$ cat src/rtl/dmem_pkg.sv
// Shared types and constants for the clocked data memory bank.
package dmem_pkg;

    localparam int BYTE_W = 8;
    localparam int WCNT_W = 4;
    localparam int INIT_N = 10;
    localparam int unsigned INIT_WORDS [INIT_N] = '{2, 5, 17, 4, 1, 19, 20, 9, 5, 11};

    typedef enum logic [1:0] {
        IDLE,
        WAIT,
        ACCESS,
        RESP
    } state_t;

    function automatic int clog2(input int unsigned v);
        int          r;
        int unsigned p;
        r = 0;
        p = 1;
        while (p < v) begin
            p = p << 1;
            r++;
        end
        return r;
    endfunction

endpackage

$ cat src/rtl/dmem_array.sv
// Word storage with per-byte-lane writes and a registered read port.
// The read register returns zero whenever no read is issued, so it can drive the response bus directly.
module dmem_array
    import dmem_pkg::*;
#(
    parameter int DATA_W  = 32,
    parameter int DEPTH   = 128,
    parameter int INIT_EN = 1,
    localparam int LANES  = DATA_W / BYTE_W,
    localparam int IDX_W  = (DEPTH > 1) ? clog2(DEPTH) : 1
) (
    input  logic              clk,
    input  logic              rst_n,
    input  logic              wr_en,
    input  logic              rd_en,
    input  logic [IDX_W-1:0]  idx,
    input  logic [DATA_W-1:0] wdata,
    input  logic [LANES-1:0]  be,
    output logic [DATA_W-1:0] rdata
);

    typedef logic [DATA_W-1:0] mem_t [DEPTH];

    function automatic mem_t preload();
        mem_t img;
        foreach (img[i]) begin
            if (INIT_EN != 0 && i < INIT_N) img[i] = DATA_W'(INIT_WORDS[i]);
            else                            img[i] = 'x;
        end
        return img;
    endfunction

    // Power-up image; reset never touches the contents.
    mem_t mem = preload();

    always_ff @(posedge clk) begin
        if (wr_en) begin
            for (int l = 0; l < LANES; l++) begin
                if (be[l]) mem[idx][l*BYTE_W +: BYTE_W] <= wdata[l*BYTE_W +: BYTE_W];
            end
        end
    end

    always_ff @(posedge clk or negedge rst_n) begin
        if (!rst_n)     rdata <= '0;
        else if (rd_en) rdata <= mem[idx];
        else            rdata <= '0;
    end

endmodule

$ cat src/rtl/dmem_sync_bank.sv
// Clocked data memory bank: valid/ready request, programmable wait states, one-cycle response strobe.
// Misaligned or out-of-range accesses are answered with rsp_err and never reach the array.
module dmem_sync_bank
    import dmem_pkg::*;
#(
    parameter int DATA_W   = 32,
    parameter int ADDR_W   = 10,
    parameter int DEPTH    = 128,
    parameter int WAIT_CYC = 1,
    parameter int INIT_EN  = 1,
    localparam int LANES   = DATA_W / BYTE_W
) (
    input  logic              clk,
    input  logic              rst_n,
    input  logic              req_valid,
    output logic              req_ready,
    input  logic              req_we,
    input  logic [ADDR_W-1:0] req_addr,
    input  logic [DATA_W-1:0] req_wdata,
    input  logic [LANES-1:0]  req_be,
    output logic              rsp_valid,
    output logic [DATA_W-1:0] rsp_rdata,
    output logic              rsp_err
);

    localparam int                OFF_W     = clog2(LANES);
    localparam int                IDX_W     = (DEPTH > 1) ? clog2(DEPTH) : 1;
    localparam logic [WCNT_W-1:0] WAIT_LOAD = (WAIT_CYC > 0) ? WCNT_W'(WAIT_CYC - 1) : '0;
    localparam logic [ADDR_W-1:0] OFF_MASK  = ADDR_W'(LANES - 1);
    localparam logic [ADDR_W:0]   DEPTH_L   = (ADDR_W + 1)'(DEPTH);

    state_t            state, state_nxt;
    logic [WCNT_W-1:0] wcnt, wcnt_nxt;
    logic [ADDR_W-1:0] word_idx;
    logic              addr_err;
    logic              accept;
    logic              arr_wr, arr_rd;

    logic              we_p0;
    logic              err_p0;
    logic [IDX_W-1:0]  idx_p0;
    logic [DATA_W-1:0] wdata_p0;
    logic [LANES-1:0]  be_p0;

    assign accept   = req_valid && req_ready;
    assign word_idx = req_addr >> OFF_W;
    assign addr_err = ((req_addr & OFF_MASK) != '0) || ({1'b0, word_idx} >= DEPTH_L);

    always_comb begin
        state_nxt = state;
        wcnt_nxt  = wcnt;
        case (state)
            IDLE: begin
                if (accept) begin
                    wcnt_nxt  = WAIT_LOAD;
                    state_nxt = (WAIT_CYC > 0) ? WAIT : ACCESS;
                end
            end
            WAIT: begin
                if (wcnt == '0) state_nxt = ACCESS;
                else            wcnt_nxt  = wcnt - 1'b1;
            end
            ACCESS:  state_nxt = RESP;
            RESP:    state_nxt = IDLE;
            default: state_nxt = IDLE;
        endcase
    end

    // Control and response strobes; ready is registered from the next state so it rises one edge after reset.
    always_ff @(posedge clk or negedge rst_n) begin
        if (!rst_n) begin
            state     <= IDLE;
            wcnt      <= '0;
            req_ready <= 1'b0;
            rsp_valid <= 1'b0;
            rsp_err   <= 1'b0;
        end else begin
            state     <= state_nxt;
            wcnt      <= wcnt_nxt;
            req_ready <= (state_nxt == IDLE);
            rsp_valid <= (state == ACCESS);
            rsp_err   <= (state == ACCESS) && err_p0;
        end
    end

    // Stage p0: request captured on accept and held until the array operation.
    always_ff @(posedge clk) begin
        if (accept) begin
            we_p0    <= req_we;
            err_p0   <= addr_err;
            idx_p0   <= word_idx[IDX_W-1:0];
            wdata_p0 <= req_wdata;
            be_p0    <= req_be;
        end
    end

    assign arr_wr = (state == ACCESS) && we_p0 && !err_p0;
    assign arr_rd = (state == ACCESS) && !we_p0 && !err_p0;

    dmem_array #(
        .DATA_W  (DATA_W),
        .DEPTH   (DEPTH),
        .INIT_EN (INIT_EN)
    ) u_array (
        .clk   (clk),
        .rst_n (rst_n),
        .wr_en (arr_wr),
        .rd_en (arr_rd),
        .idx   (idx_p0),
        .wdata (wdata_p0),
        .be    (be_p0),
        .rdata (rsp_rdata)
    );

endmodule

$ cat config.mk
export PLATFORM = sky130hd
export DESIGN_NAME = dmem_sync_bank
export DESIGN_NICKNAME = d
export VERILOG_FILES = /design/src/rtl/dmem_pkg.sv /design/src/rtl/dmem_array.sv /design/src/rtl/dmem_sync_bank.sv
export SDC_FILE = /design/constraint.sdc
export NUM_CORES = 2
export LEC_CHECK = 0
export BUFFER_PORTS_ARGS = -buffer_cell sky130_fd_sc_hd__buf_4
export CAP_MARGIN = 30
export CORE_UTILIZATION = 38
export CTS_CLUSTER_DIAMETER = 80
export DETAILED_ROUTE_END_ITERATION = 16
export GPL_ROUTABILITY_DRIVEN = 0
export MAX_ROUTING_LAYER = met4
export SYNTH_ARGS = -nofsm -noshare
export SYNTH_HDL_FRONTEND = slang
export SYNTH_SLANG_ARGS = --single-unit
$ cat constraint.sdc
create_clock -name clk -period 3.3 [get_ports clk]
set_input_delay 0 -clock clk [delete_from_list [all_inputs] [get_ports clk]]
set_output_delay 0 -clock clk [all_outputs]
set_load 0.01 [all_outputs]
==> impl_metrics.toml <==
[floorplan]
dieArea_um2 = 427200
io-pin-count = 85
start_util_pct = 38.29
fp-row-count = 238
coreArea_um2 = 421400
die_y_um = 653.6
die-width_um = 653.6

[critical_path]
endpoint_kind = "register"
critPathLaunchType = "register"
required_ns = 4.10
cp_max_fo = 13
crit_arrival_ns = 4.15
crit_type = "register to register"

[finish]
areaGrowthSynthToFinish_pct = 19.47
drive_gt1_share_pct = 31.66
mostFrequentLayoutCells = "edfxtp_1, buf_4, mux4_2, nor2_1, clkbuf_16"
final_cells = 15080
final_common_cell = "edfxtp_1"
fin_nets = 9131

[synthesis]
synthesis.area_um2 = 161300
ys_ff_latch = 4189
synth_edf_count = 4141
synth-async-reset-ratio_pct = 0.9788
synth_cell_types = 58
postSynthCellCount = 7685
synth_seq_area_share_pct = 77.80
synth_nets = 7737
synth_flop_cell = "edfxtp_1"
yosysWarnings = 0
avgSynthCellArea_um2 = 20.99

[route]
drt_iter0_drc = 11630
via_per_inst = 5.699
first_pass_iters = 6
wirelength_um = 479700
ant_nets = 0
num_vias = 85960
drc = 0
wire_per_inst_um = 31.80

[placed_design]
numPortBuffers = 84
dpl.hpwl_um = 321100
placed_cells = 14180

[sta]
maxClockFrequency_ghz = 0.2985
max_slew_margin_pct = 28.63
hold_viol = 0
min_period_over_period_pct = 101.5
setup_viol = 1
rsz0062_at_grt = "yes"
period_minus_slack_ns = 3.350
worst_clock_skew_ns = 0.05084
worstMarginPinSlew_ns = 1.071
finalWorstSetupSlack_ns = -0.05027
slew_viol_final = 0

[global_route]
grt_usage_pct = 22.71
grt_pass1_wl_um = 665900
grt_max_degree = 129
antenna_found_initial = 24
grt.overflow.total = 0
grt_pass1_vias = 85930

[power]
vdd_drop_max_uv = 514.8
total_power_mw = 130.6
powerDensity_nw_per_um2 = 677.8
p_leak_nw = 62.48

[cts]
htreeDepth = 5
cts_tree = "done"
cts_made_buffers = 418
cts_root_buffer = "clkbuf_16"
cts.sinks = 4189
clock_latency_ns = 0.97
clk_pin_slew_worst_paths_ns = 0.06
cts_max_path_buffers = 4

[status]
run_status = "complete, but fails checks"
violations = "negative setup slack"

[job]
maxCapViolations = 0

[hold_path]
min-delay-path-class = "input pin to asynchronous set/reset pin"
-- final timing paths --
check | startpoint | to | slack, ns | cells past startpoint
max | register | u_array.rdata[19]$_DFF_PN0_ | -0.05 | 9
min in group clk | req_be[3] | be_p0[3]$_DFFE_PP_ | 0.28 | 3
max reg2reg | register | u_array.rdata[19]$_DFF_PN0_ | -0.05 | 9
min | rst_n | rsp_valid$_DFF_PN0_ | 0.23 | 4
max in group asynchronous | rst_n | u_array.rdata[3]$_DFF_PN0_ | 2.63 | 4
min reg2reg | wcnt[0]$_DFFE_PN0P_ | wcnt[0]$_DFFE_PN0P_ | 0.52 | 1
-- Yosys cell counts, drive strengths merged (13+ instances only) --
master,number,area share (%)
mux2i,305,1.9
nand2b,16,0.062
nand3,29,0.090
and2,13,0.050
nor3,22,0.068
buf,264,0.98
nor4,25,0.12
o22ai,64,0.25
nand2,322,0.75
o221ai,32,0.17
a21oi,114,0.35
nor2,567,1.3
o21ai,108,0.34
a221oi,34,0.18
mux2,102,0.71
a211oi,44,0.20
mux4,904,13
clkbuf,184,0.43
dfrtp,41,0.64
a22oi,245,1.1
edfxtp,4141,77
-- report_power, final --
| part | internal (mW) | total, mW | switching [mW] |
|---|---|---|---|
| registers | 60.3 | 60.8 | 0.483 |
| clock network | 26.4 | 46.7 | 20.3 |
| logic | 9.42 | 23.2 | 13.8 |
-- critical path: stages, from the launching register on --
cell       delay [ns]
dfxtp_4          0.47
buf_4            0.30
buf_4            0.28
mux2i_1          0.75
o22ai_1          0.38
a211oi_1         0.34
o21ai_0          0.19
o2111ai_1        0.12
buf_4            0.20
o2111ai_1        0.14
-- registers in the layout (all words and copies together) (netlist names), 2 cells and up, named ones only --
name / flops
u_array.mem: 4096
u_array.rdata: 32
wdata_p0: 32
idx_p0: 7
be_p0: 4
wcnt: 4
state: 2
-- repair_timing --
| item | 4_1_cts | 5_1_grt |
|---|---|---|
| hold buffers | 97 | 0 |
| cloned | 0 | 3 |
| endpoints found under the hold margin | 117 | 0 |
| pin swaps | 2 | 2 |
| buffers inserted | 5 | 9 |
| setup endpoints to repair | 23 | 18 |
| resized for setup | 26 | 10 |
-- cells by family (layout without fill, tap and decap cells) --
kind of cell / after synthesis / count (layout) / synth area share [%]
flops: 4189 / 4189 / 77.80
mux: 1311 / 1311 / 15.22
simple gates: 1041 / 1041 / 2.661
compound gates: 686 / 686 / 2.866
buf+inv: 454 / 2200 / 1.423
fa+ha+maj: 2 / 2 / 0.01551
xor+xnor: 2 / 2 / 0.01086
other cells: 0 / 12 / 0
-- area by class of cell --
type | count | area (um^2)
fill | 35100 | 228600
sequential | 4189 | 125500
multi-input combinational | 3042 | 33860
timing repair buffer | 1422 | 12890
clock buffer | 510 | 10940
tap | 5640 | 7057
clock inverter | 262 | 2402
antenna | 12 | 30.03
inverter | 6 | 28.78
-- metal layers --
layer | vias up | track usage [%] | share of wire (%)
met4 | 0 | 9.655 | 5.1
met2 | 4697 | 35.18 | 47
met1 | 45710 | 29.61 | 39
met5 | - | - | 0
met3 | 846 | 4.076 | 9.0
li1 | 34710 | - | -
-- stage by stage --
step	worst slack, ns	instance area [um^2]	utilization [%]	hold WS [ns]	setup TNS [ns]
floorplan	0.7154	161300	-	-0.2956	0
global placement	-0.9099	177700	42.17	0.02955	-6.196
detailed placement	-0.4031	177900	42.23	0.04280	-3.370
CTS	-0.02089	192500	45.68	0.2052	-0.02089
global route	-0.02380	192700	45.74	0.2332	-0.02380
finish	-0.05027	192700	45.74	0.2343	-0.05027
No activity file was read; power rests on OpenSTA's default activity.
